## config.mk

```make
export PLATFORM = sky130hd
export DESIGN_NAME = instr_fetch_unit
export DESIGN_NICKNAME = d
export VERILOG_FILES = /design/src/rtl/kgp_fetch_pkg.sv /design/src/rtl/fetch_buffer.sv /design/src/rtl/instr_fetch_unit.sv
export SDC_FILE = /design/constraint.sdc
export NUM_CORES = 1
export LEC_CHECK = 0
export ABC_CLOCK_PERIOD_IN_PS = 4450
export CAP_MARGIN = 20
export CORE_ASPECT_RATIO = 0.9
export CORE_MARGIN = 1
export CORE_UTILIZATION = 44
export CTS_CLUSTER_SIZE = 14
export DETAILED_ROUTE_END_ITERATION = 6
export PLACE_DENSITY = 0.85
export SKIP_LAST_GASP = 1
export SLEW_MARGIN = 20
export SYNTH_ARGS = -nofsm -noshare
export SYNTH_HDL_FRONTEND = slang
export SYNTH_SLANG_ARGS = --single-unit
```

## constraint.sdc

```tcl
create_clock -name clock -period 4.45 [get_ports clock]
set_clock_uncertainty 0.2 [all_clocks]
set_input_delay 0.445 -clock clock [delete_from_list [all_inputs] [get_ports clock]]
set_output_delay 0.445 -clock clock [all_outputs]
set_load 0.05 [all_outputs]
```

## src/rtl/kgp_fetch_pkg.sv

```systemverilog
// Shared types and default widths for the instruction fetch stage.
package kgp_fetch_pkg;

  localparam int DEF_ADDR_W  = 32;
  localparam int DEF_INSTR_W = 32;
  localparam int DEF_DEPTH   = 2;

  typedef enum logic [1:0] {
    IDLE = 2'd0,
    REQ  = 2'd1,
    WAIT = 2'd2,
    DROP = 2'd3
  } fetch_state_t;

  typedef struct packed {
    logic [DEF_ADDR_W-1:0]  pc;
    logic [DEF_INSTR_W-1:0] instr;
  } fetch_entry_t;

endpackage

```

## src/rtl/fetch_buffer.sv

```systemverilog
// Small synchronous FIFO holding fetched {pc, instr} words between memory and decode.
// clear empties it on the same edge and takes priority over push and pop.
module fetch_buffer #(
  parameter int WIDTH = 64,
  parameter int DEPTH = 2
) (
  input  logic                   clock,
  input  logic                   reset,
  input  logic                   push,
  input  logic                   pop,
  input  logic                   clear,
  input  logic [WIDTH-1:0]       push_data,
  output logic [$clog2(DEPTH):0] count,
  output logic [WIDTH-1:0]       head
);

  localparam int PTR_W = $clog2(DEPTH);
  localparam logic [PTR_W:0] FULL = (PTR_W + 1)'(DEPTH);

  logic [WIDTH-1:0] mem [DEPTH];
  logic [PTR_W-1:0] wr_ptr;
  logic [PTR_W-1:0] rd_ptr;
  logic             do_push;
  logic             do_pop;

  assign do_pop  = pop && (count != '0);
  assign do_push = push && ((count != FULL) || do_pop);
  assign head    = mem[rd_ptr];

  // NOTE: state registers use non-blocking assignments so every flop samples pre-edge values.
  always_ff @(posedge clock) begin
    if (!reset) begin
      wr_ptr <= '0;
      rd_ptr <= '0;
      count  <= '0;
    end else if (clear) begin
      wr_ptr <= '0;
      rd_ptr <= '0;
      count  <= '0;
    end else begin
      if (do_push) wr_ptr <= wr_ptr + 1'b1;
      if (do_pop)  rd_ptr <= rd_ptr + 1'b1;
      case ({do_push, do_pop})
        2'b10:   count <= count + 1'b1;
        2'b01:   count <= count - 1'b1;
        default: ;
      endcase
    end
  end

  // NOTE: storage is deliberately not reset; an entry is only visible once count covers it.
  always_ff @(posedge clock) begin
    if (do_push) mem[wr_ptr] <= push_data;
  end

endmodule

```

## src/rtl/instr_fetch_unit.sv

```systemverilog
// Fetch stage: one outstanding imem request, buffered {pc, instr} handed to decode.
// Define FETCH_PERF_EN to add the perf_fetched / perf_stall saturating counters.
module instr_fetch_unit
  import kgp_fetch_pkg::*;
#(
  parameter int ADDR_W  = DEF_ADDR_W,
  parameter int INSTR_W = DEF_INSTR_W,
  parameter int DEPTH   = DEF_DEPTH
) (
  input  logic               clock,
  input  logic               reset,
  input  logic [ADDR_W-1:0]  pc,
  output logic               pc_advance,
  input  logic               flush,
  output logic               imem_req,
  output logic [ADDR_W-1:0]  imem_addr,
  input  logic               imem_gnt,
  input  logic               imem_rvalid,
  input  logic [INSTR_W-1:0] imem_rdata,
  output logic               if_valid,
  output logic [ADDR_W-1:0]  if_pc,
  output logic [INSTR_W-1:0] if_instr,
  input  logic               id_ready
`ifdef FETCH_PERF_EN
  ,
  output logic [31:0]        perf_fetched,
  output logic [31:0]        perf_stall
`endif
);

  localparam int CNT_W = $clog2(DEPTH) + 1;
  localparam int ENT_W = ADDR_W + INSTR_W;
  localparam logic [CNT_W-1:0] DEPTH_C = CNT_W'(DEPTH);

  fetch_state_t      state;
  fetch_state_t      state_nxt;
  logic [ADDR_W-1:0] req_pc;
  logic [CNT_W-1:0]  count;
  logic [CNT_W-1:0]  count_after;
  logic [ENT_W-1:0]  head;
  logic              push;
  logic              pop;

  assign if_valid  = (count != '0);
  assign pop       = if_valid && id_ready;
  assign imem_addr = pc;
  assign if_pc     = if_valid ? head[ENT_W-1:INSTR_W] : '0;
  assign if_instr  = if_valid ? head[INSTR_W-1:0]     : '0;

  // Occupancy after a push in WAIT, including a same-cycle pop by decode.
  assign count_after = count + CNT_W'(1) - CNT_W'(pop);

  always_ff @(posedge clock) begin
    if (!reset) state <= IDLE;
    else        state <= state_nxt;
  end

  always_ff @(posedge clock) begin
    if (!reset)                          req_pc <= '0;
    else if (state == REQ && imem_gnt)   req_pc <= pc;
  end

  // NOTE: every signal driven here gets a default first so no path can infer a latch.
  always_comb begin
    state_nxt  = state;
    imem_req   = 1'b0;
    pc_advance = 1'b0;
    push       = 1'b0;
    case (state)
      IDLE: begin
        if (!flush && count < DEPTH_C) state_nxt = REQ;
      end
      REQ: begin
        imem_req = 1'b1;
        if (imem_gnt) begin
          pc_advance = !flush;
          state_nxt  = flush ? DROP : WAIT;
        end
      end
      WAIT: begin
        if (imem_rvalid) begin
          push      = !flush;
          state_nxt = (!flush && count_after < DEPTH_C) ? REQ : IDLE;
        end else if (flush) begin
          state_nxt = DROP;
        end
      end
      DROP: begin
        // The granted word is wrong-path; swallow it whenever it arrives.
        if (imem_rvalid) state_nxt = IDLE;
      end
      default: state_nxt = IDLE;
    endcase
  end

  fetch_buffer #(
    .WIDTH (ENT_W),
    .DEPTH (DEPTH)
  ) u_buffer (
    .clock     (clock),
    .reset     (reset),
    .push      (push),
    .pop       (pop),
    .clear     (flush),
    .push_data ({req_pc, imem_rdata}),
    .count     (count),
    .head      (head)
  );

`ifdef FETCH_PERF_EN
  logic stall_cycle;

  assign stall_cycle = (imem_req && !imem_gnt) || (state == IDLE && count == DEPTH_C);

  always_ff @(posedge clock) begin
    if (!reset) begin
      perf_fetched <= '0;
      perf_stall   <= '0;
    end else begin
      if (push && perf_fetched != '1)      perf_fetched <= perf_fetched + 32'd1;
      if (stall_cycle && perf_stall != '1) perf_stall   <= perf_stall + 32'd1;
    end
  end
`endif

endmodule

```

# Word level (Yosys, flattened, before mapping)
# Memory sizes are Yosys's and may differ from the RTL's. A register that Yosys moved wholly into a read port is not among the register bits.
# Index checks and enable logic that the tools add are counted.
[word_totals]
reg_bits = 38
ram_bits = 128
inputBits = 70
out_inout_bits = 99
word_cells = 57
memories = 1
[classes]
addsub = 5
order_cmp = 2
n_eq_ne = 10
n_mux = 20
bitwise_logic = 1
reduce_logical = 13
[memory_table]
columns = ["name", "words", "width", "read_ports", "rd_ports_with_merged_regs", "wr", "line_no", "rtl"]
rows = [
  ["u_buffer.mem", 2, 64, 1, 1, 1, "fetch_buffer.sv:20", "logic [WIDTH-1:0] mem [DEPTH];"],
]
[ops]
columns = ["operator", "count"]
rows = [
  ["$mux W32", 2],
  ["$mux W1", 11],
  ["$mux W2", 5],
  ["$ne A2 B2 Y1 const B", 4],
  ["$pmux W2 S4", 1],
  ["$eq A2 B2 Y1 const B", 3],
  ["$logic_and A1 B1 Y1", 6],
  ["$eq A2 B1 Y1 const B", 2],
  ["$lt A2 B2 Y1 const B", 2],
  ["$pmux W2 S2", 1],
  ["$reduce_and A4 Y1", 1],
  ["$reduce_bool A2 Y1", 2],
  ["$ne A3 B3 Y1 const B", 1],
  ["$add A1 B1 Y1 const B", 2],
  ["$add A2 B1 Y2 const B", 1],
  ["$logic_not A2 Y1", 1],
  ["$reduce_or A2 Y1", 1],
  ["$sub A2 B1 Y2", 1],
  ["$sub A2 B1 Y2 const B", 1],
  ["$logic_not A1 Y1", 1],
  ["$logic_or A1 B1 Y1", 1],
  ["$not A1 Y1", 1],
]

# Logic depth before layout (Yosys ltp)
[logic_depth]
word_depth = 8
mapped_depth = 8
ltp_nobuf = 8

# Cells and area by module
# From an unflattened synthesis, not the netlist that was laid out.
[hier_totals]
hier_cells = 493
area_unflattened_um2 = 6880.3
[modules_own_cells]
columns = ["module", "n_inst", "cells_each", "area_each_um2", "seq_area_each_um2"]
rows = [
  ["fetch_buffer", 1, 228, 4867.2, 3943.8],
  ["instr_fetch_unit", 1, 265, 2013.2, 680.7],
]

# Worst setup path before layout
# Ideal clock, no wire load.
[synth_timing]
path_type = "register to register"
start = "reg u_buffer.count[0]"
end = "mem u_buffer.mem[0][0], enable pin"
setup_ps = 486
arrival_ps = 3677
setup_slack_ps = 87
stages_incl_launch_ff = 6
path_buffers = 0
path_cell_list = "dfxtp_1 inv_1 ha_1 nor2b_2 o211ai_2 nor2_1"
[synth_between]
elab_chain_len = 7
elab_cells_between_ends = 8
[synth_rtl]
columns = ["item", "line_no", "rtl"]
rows = [
  ["start: declaration", "fetch_buffer.sv:13", "output logic [$clog2(DEPTH):0] count,"],
  ["start signal: assignment", "fetch_buffer.sv:44", "2'b10: count <= count + 1'b1;"],
  ["start signal: assignment", "fetch_buffer.sv:45", "2'b01: count <= count - 1'b1;"],
  ["$reduce_bool A2 Y1 (*)", "fetch_buffer.sv:26, instr_fetch_unit.sv:44", ""],
  ["$logic_and A1 B1 Y1", "instr_fetch_unit.sv:45", "assign pop = if_valid && id_ready;"],
  ["$logic_and A1 B1 Y1 (*)", "fetch_buffer.sv:26", "assign do_pop = pop && (count != '0);"],
  ["named net u_buffer.do_pop", "fetch_buffer.sv:24", "logic do_pop;"],
  ["$logic_or A1 B1 Y1 (*)", "fetch_buffer.sv:27", "assign do_push = push && ((count != FULL) || do_pop);"],
  ["$logic_and A1 B1 Y1 (*)", "fetch_buffer.sv:27", ""],
  ["$mux W1 (*)", "fetch_buffer.sv:53", "if (do_push) mem[wr_ptr] <= push_data;"],
  ["$mux W1 (not written as such) (*)", "fetch_buffer.sv:53", ""],
  ["end: declaration", "fetch_buffer.sv:20", ""],
]
# Mark *: on every way through the listed nets, which the timed path passes. The rest lies on a longest branch.

==> results_dict.tcl <==
set metrics [dict create \
    synth_top_area_share_pct 56.74 \
    drt_iter0_markers 201 \
    die_h_um 119.7 \
    synth_seq_cells 167 \
    finalHoldWorstSlack_ns 0.2552 \
    min_period_ns 3.387 \
    fin_crit_sh_pct 76.12 \
    leakage_nw 2.827 \
    worst_pin_slew_ns 1.021 \
    syn_area_mm2 0.006774 \
    via_per_inst 4.800 \
    p_per_area_mw_per_mm2 385.2 \
    holdBufCountCts 0 \
    rsz0062_at_grt "no" \
    rows 42 \
    yosysWarnings 0 \
    worstReg2RegEnd "u_buffer.count[1]$_SDFFE_PP0P_" \
    critPathKind "flip-flop to output pin" \
    nets 697 \
    peakVddDrop_uv 241.5 \
    start_kind "flip-flop" \
    cts.sinks 167 \
    wirelength_um 12640 \
    dieArea_mm2 0.01590 \
    yosysTopAreaCell "edfxtp_1" \
    grt_pass1_vias 4159 \
    areaGrowthSynthToFinish_pct 32.19 \
    grt_overflow_total 0 \
    cap_violations 0 \
    via_count 4008 \
    drtAntennaViolNets 0 \
    ff2ff_path_depth 8 \
    outcome "completed" \
    hpwlAfterDp_um 8288 \
    clk_path_buf_depth 2 \
    grt_pass1_wl_um 20470 \
    fin_setup_tns_ns 0 \
    worst_slack_ns 1.063 \
    end_kind "output pin" \
    fmax_mhz 295.2 \
    antenna_cells 0 \
    cts_tree "yes" \
    insertion_delay_ns 0.41 \
    drc 0 \
    hold-path-endpoint "u_buffer.mem[0][33]$_DFFE_PP_" \
    grt_antenna_before_repair 0 \
    hp-class "flip-flop to flip-flop" \
    cts_setup_buffers 0 \
    drt_pre_antenna_iters 4 \
    ios 169 \
    io_buffers 168 \
    grtUsageMet1_pct 20.42 \
    ys_seq_area_share_pct 68.27 \
    start_util_pct 45.55 \
    setup_viol 0 \
    relSlewSlack_pct 31.72 \
    netlist_instances 487 \
    clkTransAtPathRegs_ns 0.06 \
    final_area_mm2 0.008955 \
    cts_made_buffers 17 \
    pre_cts_ws_ns 1.430 \
    core_area_mm2 0.01487 \
    grt_start_max_net_pins 67 \
    crit_fanout 43 \
    grt_use_met2_pct 28.96 \
    ys_types 29 \
    groute.usage.overall_pct 16.68 \
    hold_path_depth 0 \
    hold_viol 0 \
    worst-r2r-setup-slack_ns 1.83 \
    cp.required_ns 3.81 \
    wl_per_cell_um 15.13 \
    synth.net_count 560 \
    avgSynthCellArea_um2 13.91 \
    drv_slew 0 \
    cts_root_buf "clkbuf_16" \
    drive_gt1_share_pct 11.46 \
    routabilityCongestion 0.8039 \
    rr_startpoint "u_buffer.count[0]$_SDFFE_PP0P_" \
    htreeDepth 4 \
    fp.dieW_um 132.8 \
    hp-start "req_pc[1]$_SDFFE_PN0P_" \
    ctsResizeCount 0 \
    grt-busiest-layer "met2" \
    placed_area_mm2 0.008367 \
    synthTopCellsByArea "edfxtp_1, dfxtp_1, mux2i_1" \
    use_met3_pct 4.014 \
    crit_arrival_ns 2.74 \
]
[registers in the layout, indices dropped and copies added, names as in the netlist, named ones only]
register	cells
u_buffer.wr_ptr	1
u_buffer.mem	128
state	2
u_buffer.rd_ptr	1
req_pc	32
u_buffer.count	2
[cells by family after synthesis]
kind of cell    Yosys count  share of synthesized area, %
buf+inv                  61                         6.372
fa+ha+maj                 3                        0.5542
xor+xnor                  4                        0.5173
flops                   167                         68.27
compound gates           41                         6.114
mux                      64                         9.457
simple gates            147                         8.718
[through the flow]
stage | total power [mW] | cells | util, %
final | 3.450 | 835 | 60.21
after global routing | 3.556 | 835 | 60.21
after CTS | 3.474 | 835 | 60.21
after detailed placement | 2.032 | 803 | 56.26
after global placement | 2.024 | 803 | 56.19
after floorplan | 1.926 | 487 | -
[layout make-up]
cell class              instances  area (um^2)
inverters                       5        18.77
well taps                     198        247.7
clock buffers                  20        436.7
multi-input cells             259         1747
clock inverters                12        150.1
flip-flops and latches        167         4628
fillers                      1115         5917
repair buffers                174         1727
[critical path, cell delays in order, from the launching register on]
cell and delay [ns]:
dfxtp_4 0.86, buf_4 0.38, mux2i_1 0.13, nor2_1 0.13, clkdlybuf4s50_1 0.82
[cells in the mapped netlist]
cell type and number:
nand2_1 65, nand2_2 1, clkbuf_1 7, buf_4 38, buf_2 2, xor2_1 2, a21boi_0 3, and2_1 1
o21ai_0 3, ha_1 3, nor3b_2 1, nor2_1 73, buf_1 2, nand2b_1 3, dfxtp_1 39, clkbuf_8 2
a21boi_2 30, nor2b_4 1, o22a_1 1, mux2i_1 64, a21oi_1 2, o211ai_2 1, nor2b_2 1, edfxtp_1 128
and3_1 1, xnor2_1 2, a211oi_1 1, buf_6 5, inv_1 5
[layer usage]
layer  vias to the layer above  part of all wire [%]
met5                         -                     0
met4                         0                   1.3
met3                        19                   4.8
met2                       129                    49
met1                      1911                    45
li1                       1949                     -
[placed cells by master, fill, tap and decap left out]
cell	Yosys	routed
clkinv_2	0	2
and3_1	1	1
dfxtp_4	0	1
a21boi_2	30	30
and2_2	0	1
o22a_1	1	1
xor2_1	2	2
ha_4	0	1
o211ai_2	1	1
bufinv_16	0	3
nor3b_2	1	1
o21ai_0	3	3
clkdlybuf4s50_1	0	168
inv_6	0	2
nor2b_4	1	1
ha_1	3	2
clkbuf_1	7	3
nor2_4	0	2
clkinvlp_4	0	1
mux2i_1	64	64
nor2b_2	1	1
nand2b_1	3	3
clkinv_4	0	2
nand2_1	65	65
dfxtp_1	39	38
a21boi_0	3	3
edfxtp_1	128	128
buf_4	38	6
nand2_2	1	1
xnor2_1	2	2
a211oi_1	1	1
a21oi_1	2	2
inv_1	5	5
clkinv_1	0	2
nor2_1	73	71
clkbuf_16	0	17
[worst max path at each step]
| stage | to | depth (start not counted) | slack (ns) | startpoint |
|---|---|---|---|---|
| 2_1_floorplan | u_buffer.mem[0][0]$_DFFE_PP_ | 5 | 0.09 | u_buffer.count[0]$_SDFFE_PP0P_ |
| 3_3_place_gp | if_pc[10] | 4 | 1.34 | u_buffer.count[0]$_SDFFE_PP0P_ |
| 3_5_place_dp | pc_advance | 4 | 1.43 | imem_gnt |
| 4_1_cts | if_instr[26] | 4 | 1.02 | flip-flop |
| 5_1_grt | if_instr[11] | 4 | 0.92 | flip-flop |
| 6_report | if_instr[23] | 4 | 1.06 | flip-flop |
[report_power, final]
part           switching [mW]  internal (mW)  leakage, nW
clock                   0.569          0.882        0.284
sequential             0.0145           1.70         1.41
combinational           0.164          0.123         1.13
total                   0.747           2.70         2.83
Power figures use the tool's default switching activity.
